[src/rtl/btb_update_gen_if.sv]
// btb_update_gen_if: groups the commit bus (ROB -> generator) and the BTB update bus
// (generator -> BTB) of btb_update_gen.
//   slave  : generator side. It takes commits, drives commit_ready and the update packet,
//            and receives btb_upd_accept.
//   master : environment side (the ROB feeding commits and the BTB consuming updates).
interface btb_update_gen_if;
  logic        commit_valid;
  logic        commit_ready;
  logic [31:0] commit_pc;
  logic        commit_is_branch;
  logic        commit_is_jal;
  logic        commit_taken;
  logic [31:0] commit_target;
  logic        commit_pred_taken;
  logic [31:0] commit_pred_target;

  logic        btb_upd_valid;
  logic        btb_upd_accept;
  logic [31:0] btb_upd_pc;
  logic        btb_upd_branch;
  logic        btb_upd_jal;
  logic        btb_upd_taken;
  logic [31:0] btb_upd_target;

  modport slave (
    input  commit_valid, commit_pc, commit_is_branch, commit_is_jal, commit_taken,
    input  commit_target, commit_pred_taken, commit_pred_target,
    output commit_ready,
    output btb_upd_valid, btb_upd_pc, btb_upd_branch, btb_upd_jal, btb_upd_taken,
    output btb_upd_target,
    input  btb_upd_accept
  );

  modport master (
    output commit_valid, commit_pc, commit_is_branch, commit_is_jal, commit_taken,
    output commit_target, commit_pred_taken, commit_pred_target,
    input  commit_ready,
    input  btb_upd_valid, btb_upd_pc, btb_upd_branch, btb_upd_jal, btb_upd_taken,
    input  btb_upd_target,
    output btb_upd_accept
  );
endinterface

[src/rtl/btb_update_gen.sv]
// btb_update_gen: commit-side producer of BTB training updates.
// Takes one retiring instruction per cycle, queues an update packet for every branch/JAL,
// drains the queue to the BTB under a valid/accept handshake, pulses a registered redirect
// on a detected misprediction and keeps saturating perf counters.
// Ports:
//   clk, rst          clock; synchronous active-high reset
//   bus (slave)       commit_* inputs / commit_ready, btb_upd_* packet / btb_upd_accept
//   mispredict        one-cycle redirect pulse, the cycle after the mispredicted commit
//   redirect_pc       correct next PC, valid with mispredict
//   perf_ctrl_cnt     control-flow commits counted (saturating)
//   perf_mispred_cnt  mispredictions counted (saturating)
module btb_update_gen #(
  parameter int unsigned QDEPTH      = 4,
  parameter int unsigned QDEPTH_BITS = 2,
  parameter int unsigned CNT_W       = 32
) (
  input  logic             clk,
  input  logic             rst,
  btb_update_gen_if.slave  bus,
  output logic             mispredict,
  output logic [31:0]      redirect_pc,
  output logic [CNT_W-1:0] perf_ctrl_cnt,
  output logic [CNT_W-1:0] perf_mispred_cnt
);

  typedef struct packed {
    logic [31:0] pc;
    logic        branch;
    logic        jal;
    logic        taken;
    logic [31:0] target;
  } pkt_t;

  localparam logic [QDEPTH_BITS:0]   FullCount = (QDEPTH_BITS + 1)'(QDEPTH);
  localparam logic [QDEPTH_BITS:0]   CountOne  = (QDEPTH_BITS + 1)'(1);
  localparam logic [QDEPTH_BITS-1:0] PtrOne    = (QDEPTH_BITS)'(1);

  pkt_t                   mem_q [QDEPTH];
  logic [QDEPTH_BITS-1:0] head_q, tail_q;
  logic [QDEPTH_BITS:0]   count_q;

  logic        full, fire, push, pop, not_empty;
  logic        taken_eff, mis_det;
  logic [31:0] redirect_d;
  pkt_t        new_pkt, head_pkt;

  assign full      = (count_q == FullCount);
  assign not_empty = (count_q != '0);
  // Ready depends only on state; no enqueue on full even if a pop happens the same cycle.
  assign bus.commit_ready = !full;
  assign fire = bus.commit_valid & !full;
  assign push = fire & (bus.commit_is_branch | bus.commit_is_jal);
  assign pop  = not_empty & bus.btb_upd_accept;

  always_comb begin
    taken_eff = bus.commit_is_jal | bus.commit_taken;
    if (bus.commit_is_jal) begin
      mis_det = !bus.commit_pred_taken || (bus.commit_pred_target != bus.commit_target);
    end else begin
      mis_det = (bus.commit_pred_taken != bus.commit_taken) ||
                (bus.commit_taken && (bus.commit_pred_target != bus.commit_target));
    end
    redirect_d = taken_eff ? bus.commit_target : bus.commit_pc + 32'd4;

    new_pkt.pc     = bus.commit_pc;
    new_pkt.branch = bus.commit_is_branch;
    new_pkt.jal    = bus.commit_is_jal;
    new_pkt.taken  = taken_eff;
    new_pkt.target = bus.commit_target;
  end

  // Packet storage is not reset; the head is gated with valid so fields read 0 when empty.
  always_ff @(posedge clk) begin
    if (push) begin
      mem_q[tail_q] <= new_pkt;
    end
  end

  assign head_pkt           = not_empty ? mem_q[head_q] : '0;
  assign bus.btb_upd_valid  = not_empty;
  assign bus.btb_upd_pc     = head_pkt.pc;
  assign bus.btb_upd_branch = head_pkt.branch;
  assign bus.btb_upd_jal    = head_pkt.jal;
  assign bus.btb_upd_taken  = head_pkt.taken;
  assign bus.btb_upd_target = head_pkt.target;

  always_ff @(posedge clk) begin
    if (rst) begin
      head_q           <= '0;
      tail_q           <= '0;
      count_q          <= '0;
      mispredict       <= 1'b0;
      redirect_pc      <= '0;
      perf_ctrl_cnt    <= '0;
      perf_mispred_cnt <= '0;
    end else begin
      if (push) begin
        tail_q <= tail_q + PtrOne;
      end
      if (pop) begin
        head_q <= head_q + PtrOne;
      end
      unique case ({push, pop})
        2'b10:   count_q <= count_q + CountOne;
        2'b01:   count_q <= count_q - CountOne;
        default: count_q <= count_q;
      endcase

      // A mispredict never flushes the queue: training updates are architectural.
      mispredict <= push & mis_det;
      if (push && mis_det) begin
        redirect_pc <= redirect_d;
      end

      if (push && (perf_ctrl_cnt != '1)) begin
        perf_ctrl_cnt <= perf_ctrl_cnt + 1'b1;
      end
      if (push && mis_det && (perf_mispred_cnt != '1)) begin
        perf_mispred_cnt <= perf_mispred_cnt + 1'b1;
      end
    end
  end

endmodule

[src/flat_wrapper.sv]
// flat-port wrapper written by rule: the top's interface ports become plain ports
module btb_update_gen_flat 
#(
  parameter int unsigned QDEPTH      = 4,
  parameter int unsigned QDEPTH_BITS = 2,
  parameter int unsigned CNT_W       = 32
)
  (clk, rst, mispredict, redirect_pc, perf_ctrl_cnt, perf_mispred_cnt, bus_commit_valid, bus_commit_pc, bus_commit_is_branch, bus_commit_is_jal, bus_commit_taken, bus_commit_target, bus_commit_pred_taken, bus_commit_pred_target, bus_commit_ready, bus_btb_upd_valid, bus_btb_upd_pc, bus_btb_upd_branch, bus_btb_upd_jal, bus_btb_upd_taken, bus_btb_upd_target, bus_btb_upd_accept);
  btb_update_gen_if bus_i ();
  input  logic clk;
  input  logic rst;
  output logic mispredict;
  output logic [31:0] redirect_pc;
  output logic [CNT_W-1:0] perf_ctrl_cnt;
  output logic [CNT_W-1:0] perf_mispred_cnt;
  input wire logic [$bits(bus_i.commit_valid)-1:0] bus_commit_valid;
  input wire logic [$bits(bus_i.commit_pc)-1:0] bus_commit_pc;
  input wire logic [$bits(bus_i.commit_is_branch)-1:0] bus_commit_is_branch;
  input wire logic [$bits(bus_i.commit_is_jal)-1:0] bus_commit_is_jal;
  input wire logic [$bits(bus_i.commit_taken)-1:0] bus_commit_taken;
  input wire logic [$bits(bus_i.commit_target)-1:0] bus_commit_target;
  input wire logic [$bits(bus_i.commit_pred_taken)-1:0] bus_commit_pred_taken;
  input wire logic [$bits(bus_i.commit_pred_target)-1:0] bus_commit_pred_target;
  output wire logic [$bits(bus_i.commit_ready)-1:0] bus_commit_ready;
  output wire logic [$bits(bus_i.btb_upd_valid)-1:0] bus_btb_upd_valid;
  output wire logic [$bits(bus_i.btb_upd_pc)-1:0] bus_btb_upd_pc;
  output wire logic [$bits(bus_i.btb_upd_branch)-1:0] bus_btb_upd_branch;
  output wire logic [$bits(bus_i.btb_upd_jal)-1:0] bus_btb_upd_jal;
  output wire logic [$bits(bus_i.btb_upd_taken)-1:0] bus_btb_upd_taken;
  output wire logic [$bits(bus_i.btb_upd_target)-1:0] bus_btb_upd_target;
  input wire logic [$bits(bus_i.btb_upd_accept)-1:0] bus_btb_upd_accept;
  assign bus_i.commit_valid = bus_commit_valid;
  assign bus_i.commit_pc = bus_commit_pc;
  assign bus_i.commit_is_branch = bus_commit_is_branch;
  assign bus_i.commit_is_jal = bus_commit_is_jal;
  assign bus_i.commit_taken = bus_commit_taken;
  assign bus_i.commit_target = bus_commit_target;
  assign bus_i.commit_pred_taken = bus_commit_pred_taken;
  assign bus_i.commit_pred_target = bus_commit_pred_target;
  assign bus_commit_ready = bus_i.commit_ready;
  assign bus_btb_upd_valid = bus_i.btb_upd_valid;
  assign bus_btb_upd_pc = bus_i.btb_upd_pc;
  assign bus_btb_upd_branch = bus_i.btb_upd_branch;
  assign bus_btb_upd_jal = bus_i.btb_upd_jal;
  assign bus_btb_upd_taken = bus_i.btb_upd_taken;
  assign bus_btb_upd_target = bus_i.btb_upd_target;
  assign bus_i.btb_upd_accept = bus_btb_upd_accept;
  btb_update_gen #(.QDEPTH(QDEPTH), .QDEPTH_BITS(QDEPTH_BITS), .CNT_W(CNT_W)) u_core (.clk(clk), .rst(rst), .bus(bus_i), .mispredict(mispredict), .redirect_pc(redirect_pc), .perf_ctrl_cnt(perf_ctrl_cnt), .perf_mispred_cnt(perf_mispred_cnt));
endmodule
[config.mk]
export PLATFORM = sky130hd
export DESIGN_NAME = btb_update_gen_flat
export DESIGN_NICKNAME = d
export VERILOG_FILES = /design/src/rtl/btb_update_gen_if.sv /design/src/rtl/btb_update_gen.sv /design/src/flat_wrapper.sv
export SDC_FILE = /design/constraint.sdc
export NUM_CORES = 1
export LEC_CHECK = 0
export BUFFER_PORTS_ARGS = -buffer_cell sky130_fd_sc_hd__buf_2
export CELL_PAD_IN_SITES_DETAIL_PLACEMENT = 0
export CELL_PAD_IN_SITES_GLOBAL_PLACEMENT = 2
export CORE_MARGIN = 3
export CORE_UTILIZATION = 25
export DETAILED_ROUTE_END_ITERATION = 8
export GPL_TIMING_DRIVEN = 1
export PLACE_DENSITY = 0.58
export SLEW_MARGIN = 20
export SYNTH_ARGS = -nofsm -noshare
export SYNTH_HDL_FRONTEND = slang
export SYNTH_SLANG_ARGS = --single-unit
[constraint.sdc]
create_clock -name clk -period 3.32 [get_ports clk]
set_input_delay 0.166 -clock clk [delete_from_list [all_inputs] [get_ports clk]]
set_output_delay 0.166 -clock clk [all_outputs]
set_load 0.005 [all_outputs]
==> flow_summary.toml, run 1 <==
[synthesis]
synth_seq_cells = 374
syn_area_um2 = 16290
synth_cells = 1177
ys_warn_count = 0
ys_dominant_reg_cell = "edfxtp_1"
syn_nets = 1290
yosysSeqAreaShare_pct = 62.43
syn_avg_cell_area_um2 = 13.84
ys_types = 53
synthArstFlopShare_pct = 0
synth_edf_count = 268

[global_route]
grt_max_degree = 84
grt_pass1_wl_mm = 75.87
grt_pass1_vias = 11121
globalRouteOverflowTotal = 0
grtUsageTotal_pct = 15.00
grt_antenna_before_repair = 5

[final_layout]
area_delta_synth_final_pct = 27.62
finalNetCount = 1624
regArea_um2 = 10180
layout-drive-gt1-share_pct = 29.88
multiInputGateArea_um2 = 5766
fillCellCount = 6459

[die]
rows = 92
fp.dieH_um = 261.3
die_w_um = 261.3
io_pins = 270
core_area_um2 = 63770
start_util_pct = 25.55
dieArea_um2 = 68260

[place]
pre_cts_ws_ns = 0.4526
place.port_buffers = 269
place_congestion = 0.7467
dp.final_hpwl_mm = 35.41

[clock_tree]
root_buffer = "clkbuf_16"
clock_latency_ns = 0.57
cts_tree = "built"
cts_resized = 0
clock-sinks = 374
clk_pin_slew_ns = 0.06
numCtsBuffers = 45
htree_levels = 2
max-clock-path-buffers = 3

[setup_path]
reg2reg_from = "u_core.count_q[0]$_SDFFE_PP0P_"
crit_chain = "dlygate4sd3_1 > buf_2 > xor2_1 > nor4_1 > nand2_1 > or4_1 > buf_4 > a21oi_1 > a311oi_2"
start_kind = "input port"
rr_worst_depth = 10
crit_end = "u_core.redirect_pc[0]$_SDFFE_PP0P_"
max_stage_delay_ns = 0.76
critPathLaunch = "bus_commit_target[12]"
cp_top_family = "simple AND/OR/NAND/NOR gates"
reg2reg_slack_ns = 0.78
cp-end-kind = "flop"
critical_path_class = "input port to flop"
cp_max_fo = 19
cp_num_cells = 9
path_buf_inv = 3
reg2reg_to = "u_core.count_q[2]$_SDFFE_PP0P_"
crit_required_ns = 3.74
worst_ep_arrival_time_ns = 3.35
timing.critical_path.slowest_stage_cell = "nor4_1"

[power]
p_per_area_nw_per_um2 = 650.4
p_leak_nw = 7.232
total_power_mw = 13.52
ir_drop_mv = 0.2891

[routing]
ant_nets = 0
drt-initial-drc-count = 675
vias = 11162
wl_mm = 52.14
drc = 0
viasPerCell = 4.661
first_pass_iters = 4
wl_per_cell_um = 21.77

[sta]
timing.final.crit_share_pct = 88.02
rsz0062_at_grt = "no"
fin_skew_ns = 0.02335
drv_slew = 0
tightest_slew_ns = 0.8624
hold_viol = 0
fmax_ghz = 0.3422
fin_setup_tns_ns = 0
period_minus_slack_ns = 2.922
setup_slack_ns = 0.3976
slew_headroom_pct = 41.98
setup_viol = 0

[run_status]
status = "completed"

[flow_run]
drv_cap = 0

[hold_path]
min_path_type = "input port to flop"
[cell type report]
cell class / count / share of cell area, %
diodes: 3 / 0.03611
clock buffers: 60 / 5.886
clock inverters: 22 / 1.053
inverters: 16 / 0.2949
multi-input cells: 715 / 27.73
flip-flops and latches: 374 / 48.95
well taps: 846 / 5.092
repair buffers: 359 / 10.95
[cells in the mapped netlist, types with 4 or more instances]
library cell	instances	share of area, %
dfxtp_1	106	13
xnor2_1	43	2.3
nand3_1	27	0.83
xor2_1	42	2.3
o2111ai_1	14	0.75
and3_1	9	0.35
nand4_1	44	1.7
or4_1	16	0.74
clkbuf_1	41	0.94
ha_1	8	0.61
nor4_1	9	0.35
a2111oi_0	6	0.32
nor3_1	26	0.80
mux4_2	67	9.3
mux2i_1	4	0.25
nand2_1	45	1.0
mux2_2	9	0.62
o311ai_0	5	0.27
and2_1	81	3.1
nor2_1	61	1.4
nor4_2	4	0.31
or2_2	5	0.19
edfxtp_1	268	49
and4_1	12	0.65
buf_4	7	0.32
nor2b_1	10	0.38
o21ai_0	42	1.3
inv_1	14	0.32
buf_1	8	0.18
a21oi_1	55	1.7
a2111o_1	8	0.55
buf_2	14	0.43
or3_1	16	0.61
o31ai_1	18	0.83
a31o_2	6	0.32
[metal layers]
metal | wire length (µm) | GRT usage, % | up-vias
met3 | 3241 | 3.501 | 65
met5 | 13 | 0 | -
li1 | - | - | 5217
met1 | 22220 | 19.65 | 5598
met2 | 25560 | 25.07 | 280
met4 | 1100 | 3.773 | 2
[power breakdown]
part | internal, mW | switching (mW)
Sequential | 5.34 | 0.203
Combinational | 1.50 | 1.64
Clock | 2.89 | 1.94
Total | 9.74 | 3.79
[worst min-delay path by stage]
stage | start | to | slack (ns) | cells past startpoint
5_1_grt | rst | u_core.redirect_pc[13]$_SDFFE_PP0P_ | 0.13 | 2
3_5_place_dp | bus_commit_is_branch | u_core.mem_q[3][34]$_DFFE_PP_ | 0.42 | 1
6_report | rst | u_core.perf_mispred_cnt[17]$_SDFFE_PP0P_ | 0.12 | 2
3_3_place_gp | bus_commit_is_branch | u_core.mem_q[2][34]$_DFFE_PP_ | 0.42 | 1
4_1_cts | bus_btb_upd_accept | u_core.head_q[0]$_SDFFE_PP0P_ | 0.10 | 4
2_1_floorplan | bus_commit_target[0] | u_core.mem_q[0][0]$_DFFE_PP_ | 0.26 | 0
[layout by cell type (no fill, tap or decap), types with 18 or more instances in the layout]
| cell | n |
|---|---|
| a21oi_1 | 55 |
| and2_1 | 77 |
| buf_2 | 268 |
| buf_4 | 18 |
| clkbuf_16 | 46 |
| dfxtp_1 | 104 |
| dlygate4sd3_1 | 66 |
| edfxtp_1 | 268 |
| mux4_2 | 67 |
| nand2_1 | 45 |
| nand3_1 | 27 |
| nand4_1 | 44 |
| nor2_1 | 60 |
| nor3_1 | 26 |
| o21ai_0 | 42 |
| o31ai_1 | 18 |
| xnor2_1 | 43 |
| xor2_1 | 42 |
[per-stage QoR]
stage          hold WS [ns]  cell area, µm²  instances  utilization, %
6_report             0.1214           20790       2395           32.60
5_1_grt              0.1307           20780       2393           32.59
4_1_cts              0.1001           20780       2392           32.59
3_5_place_dp         0.4182           18680       2244           29.29
3_3_place_gp         0.4184           18680       2244           29.29
2_1_floorplan        0.2649           16290       1177               -
[registers in the layout, summed over array words and instances, names as in the netlist, named ones only]
register	count
u_core.mem_q	268
u_core.perf_ctrl_cnt	32
u_core.perf_mispred_cnt	32
u_core.redirect_pc	32
u_core.count_q	3
u_core.head_q	2
u_core.tail_q	2
u_core.mispredict	1
[kinds of logic after synthesis]
family | Yosys count | share of synthesized area [%]
compound gates | 165 | 6.744
fa+ha+maj | 9 | 0.7374
buf+inv | 88 | 2.396
simple gates | 376 | 13.00
xor+xnor | 85 | 4.570
mux | 80 | 10.13
flops | 374 | 62.43
[worst reg2reg max path, cell delays in order (launching register included)]
cell	delay, ns
dfxtp_1	0.33
or3b_1	0.44
nor2b_1	0.18
buf_4	0.20
inv_2	0.10
ha_1	0.18
inv_1	0.06
fa_1	0.37
xor2_1	0.16
or3_1	0.30
a21oi_1	0.14
[timing repair]
action / in CTS / in global routing
hold endpoints to repair: 265 / 0
buffers inserted: 0 / 0
hold buffers: 66 / 0
Power figures use the tool's default switching activity.
==> run 2: changes to the inputs <==
- CORE_MARGIN: 3 -> 2
==> flow_summary.toml, run 2 (same netlist as run 1, synthesis figures left out) <==
[clock_tree]
max-clock-path-buffers = 3
clk_pin_slew_ns = 0.06
root_buffer = "clkbuf_16"
htree_levels = 2
cts_tree = "built"
numCtsBuffers = 44
clock_latency_ns = 0.57
post-cts-setup-buffer-count = 0
clock-sinks = 374

[setup_path]
cp_max_fo = 12
worst_ep_arrival_time_ns = 3.02
crit_required_ns = 3.75
critical_path_class = "input port to flop"
reg2reg_slack_ns = 0.80
max_stage_delay_ns = 0.59
cp-end-kind = "flop"
timing.critical_path.slowest_stage_cell = "or4_1"
crit_top_cell = "or4_1"
crit_chain = "dlygate4sd3_1 > buf_2 > xnor2_1 > nand3_1 > or4_1 > or4_1 > buf_4 > nand2_2 > o31ai_1"
start_kind = "input port"

[die]
start_util_pct = 25.27
dieArea_um2 = 67220
fp.dieH_um = 259.3
core_area_um2 = 64460
rows = 93
io_pins = 270
die_w_um = 259.3

[final_layout]
final_util_pct = 32.36
final_cell_mix = "buf_2, edfxtp_1, dfxtp_1"
stdcell_count = 2402
area_delta_synth_final_pct = 28.05
top_register = "u_core.mem_q"
finalNetCount = 1625
largest_register_ffs = 268
stdcell_area_um2 = 20860
layout-drive-gt1-share_pct = 30.21
fillCellCount = 6538

[sta]
setup_viol = 0
fin_skew_ns = 0.01990
setup_slack_ns = 0.7249
hold_viol = 0
slew_headroom_pct = 33.61
drv_slew = 0
tightest_slew_ns = 0.9921
rsz0062_at_grt = "no"
fmax_ghz = 0.3853
fin_setup_tns_ns = 0
period_minus_slack_ns = 2.595
hold_ws_ns = 0.07322
timing.final.crit_share_pct = 78.16

[flow_run]
drv_cap = 0

[global_route]
grt_antenna_before_repair = 4
grtUsageTotal_pct = 15.32
grt_max_degree = 84
grt_pass1_wl_mm = 76.57
globalRouteOverflowTotal = 0
grt_pass1_vias = 11296

[routing]
drt-initial-drc-count = 612
ant_nets = 0
viasPerCell = 4.654
first_pass_iters = 5
vias = 11179
wl_per_cell_um = 21.70
drc = 0
wl_mm = 52.13

[power]
p_leak_nw = 7.261
p_per_area_nw_per_um2 = 657.0
total_power_mw = 13.71
ir_drop_mv = 0.4404

[place]
placed_area_um2 = 18710
place.port_buffers = 269
place_congestion = 0.7437
pre_cts_ws_ns = 0.7095
dp.final_hpwl_mm = 34.51
dp_cells = 2255

[run_status]
status = "completed"

[hold_path]
min_path_type = "input port to flop"
## run 2: cell count changes in the layout (fill, tap and decap cells not counted)
| cell | change |
|---|---|
| clkinv_1 | -4 |
| buf_4 | +2 |
| bufinv_16 | +2 |
| diode_2 | -2 |
| clkbuf_1 | -1 |
| clkinv_4 | -1 |
| clkinvlp_4 | +1 |
| inv_6 | +1 |
## run 2: per-layer routing
layer,up-vias,global-route usage (%),wire (µm)
li1,5237,-,-
met1,5624,20.04,22720
met2,259,25.45,25220
met3,53,4.198,3398
met4,6,3.081,759
met5,-,0,38
## run 2: layout make-up
| cell class | count | area [µm²] | share of cell area, % |
|---|---|---|---|
| sequential | 374 | 10180 | 48.79 |
| multi-input combinational | 715 | 5766 | 27.64 |
| timing repair buffer | 361 | 2292 | 10.99 |
| clock buffer | 59 | 1220 | 5.848 |
| tap | 855 | 1070 | 5.128 |
| clock inverter | 21 | 271.5 | 1.302 |
| inverter | 16 | 61.31 | 0.2939 |
| antenna | 1 | 2.502 | 0.01200 |
## run 2: worst paths after layout
kind                                            start                                        to  cells past startpoint
hold reg to reg   u_core.redirect_pc[18]$_SDFFE_PP0P_       u_core.redirect_pc[18]$_SDFFE_PP0P_                      2
setup reg to reg       u_core.count_q[2]$_SDFFE_PP0P_            u_core.count_q[2]$_SDFFE_PP0P_                     10
setup / recovery                 bus_commit_target[9]  u_core.perf_mispred_cnt[21]$_SDFFE_PP0P_                      9
hold / removal                     bus_btb_upd_accept             u_core.head_q[0]$_SDFFE_PP0P_                      4
## run 2: worst max-delay path: cells and delay by family
kind | cells | cell delay, ns
AND/OR/NAND/NOR | 4 | 1.42
buffers and inverters | 3 | 0.93
XOR/XNOR | 1 | 0.36
AO/OA/AOI/OAI | 1 | 0.13
## run 2: where the power goes
part / leakage, nW / internal, mW / switching, mW
Clock: 0.718 / 3.05 / 1.97
Sequential: 3.31 / 5.34 / 0.140
Combinational: 3.24 / 1.49 / 1.72
## run 2: timing repair
item	4_1_cts	5_1_grt
setup endpoints to repair	0	0
resized for setup	0	0
hold buffers	66	0
endpoints found under the hold margin	265	0
==> run 3: changes to the inputs <==
- clock period: 3.32 -> 2.5 ns (I/O delays scaled with it)
==> flow_summary.toml, run 3 (same netlist as run 1, synthesis figures left out) <==
[routing]
vias = 11415
wl_mm = 53.16
viasPerCell = 4.653
ant_nets = 0
first_pass_iters = 5
wl_per_cell_um = 21.67
drt-initial-drc-count = 583
drc = 0

[clock_tree]
clock-sinks = 374
root_buffer = "clkbuf_16"
numCtsBuffers = 44
cts_tree = "built"
max-clock-path-buffers = 3
clock_latency_ns = 0.57
htree_levels = 2
clk_pin_slew_ns = 0.06

[sta]
fin_skew_ns = 0.01869
tightest_slew_ns = 0.7977
setup_viol = 0
fmax_ghz = 0.4047
timing.final.crit_share_pct = 98.85
fin_setup_tns_ns = 0
drv_slew = 0
hold_viol = 0
period_minus_slack_ns = 2.471
hold_ws_ns = 0.04699
slew_headroom_pct = 46.82

[setup_path]
worst_ep_arrival_time_ns = 2.92
critical_path_class = "input port to flop"
start_kind = "input port"
rr_worst_depth = 6
crit_required_ns = 2.95
cp-end-kind = "flop"
cp_max_fo = 6

[final_layout]
top_register = "u_core.mem_q"
final_cell_mix = "edfxtp_1, buf_2, dfxtp_1"
finalNetCount = 1675
area_delta_synth_final_pct = 32.50
layout_commonest_cell = "edfxtp_1"
largest_register_ffs = 268
stdcell_area_um2 = 21580
layout-drive-gt1-share_pct = 33.12

[global_route]
grt_pass1_vias = 11167
grtUsageTotal_pct = 15.23
grt_pass1_wl_mm = 75.82
grt_antenna_before_repair = 5
globalRouteOverflowTotal = 0
grt_max_degree = 69

[die]
core_area_um2 = 64460
io_pins = 270
start_util_pct = 25.27
fp.dieH_um = 259.3
dieArea_um2 = 67220
die_w_um = 259.3
rows = 93

[hold_path]
min_path_cells = 2
min_path_type = "input port to flop"

[run_status]
status = "completed"

[place]
place.port_buffers = 269
place_congestion = 0.7551
placed_area_um2 = 19130
dp.final_hpwl_mm = 35.87

[power]
p_per_area_nw_per_um2 = 871.5
ir_drop_mv = 0.5440
p_leak_nw = 7.676

[flow_run]
drv_cap = 0
==> run 3: routing by layer <==
metal | vias to the layer above | global-route usage (%) | share of wire (%)
li1 | 5331 | - | -
met4 | 6 | 3.640 | 1.8
met5 | - | 0 | 0.070
met1 | 5741 | 20.55 | 46
met3 | 69 | 3.837 | 5.8
met2 | 268 | 24.55 | 46
==> run 3: layout make-up <==
type,instances,area [µm²]
Inverter,16,61.31
Fill cell,6484,42880
Timing Repair Buffer,411,2848
Multi-Input combinational cell,715,5798
Tap cell,855,1070
Clock inverter,23,351.6
Antenna cell,1,2.502
Clock buffer,58,1276
Sequential cell,374,10180
==> run 3: critical path: stages <==
cell           delay, ns
dlygate4sd3_1       0.59
buf_2               0.19
xnor2_1             0.23
nand4_1             0.12
or4_4               0.60
nor4_4              0.26
buf_4               0.19
buf_6               0.14
clkbuf_16           0.15
a2111oi_0           0.05
a31o_2              0.26
==> run 3: power breakdown <==
part	internal [mW]	switching, mW
Clock	4.51	2.60
Sequential	7.09	0.162
Combinational	2.10	2.34
==> run 3: worst paths after layout <==
check,from,endpoint,slack [ns]
hold reg to reg,u_core.redirect_pc[17]$_SDFFE_PP0P_,u_core.redirect_pc[17]$_SDFFE_PP0P_,0.48
setup reg to reg,u_core.perf_ctrl_cnt[12]$_SDFFE_PP0P_,u_core.perf_ctrl_cnt[5]$_SDFFE_PP0P_,0.22
hold / removal,bus_commit_target[21],u_core.mem_q[2][21]$_DFFE_PP_,0.05
setup / recovery,bus_commit_target[27],u_core.redirect_pc[28]$_SDFFE_PP0P_,0.03
==> run 3: through the flow <==
step / setup slack (ns) / instances / utilization (%) / power (mW)
2_1_floorplan: 0.1751 / 1177 / - / 9.784
3_3_place_gp: -0.1501 / 2298 / 29.67 / 11.89
3_5_place_dp: -0.07808 / 2298 / 29.67 / 11.92
4_1_cts: 0.01030 / 2445 / 33.22 / 19.23
5_1_grt: -0.01076 / 2453 / 33.48 / 19.74
6_report: 0.02877 / 2453 / 33.48 / 18.81
==> run 3: what timing repair did <==
item | 4_1_cts | 5_1_grt
hold endpoints to repair | 271 | 0
endpoints found under the setup margin | 0 | 54
hold buffers | 66 | 0
setup buffers | 0 | 4
resized for setup | 0 | 16
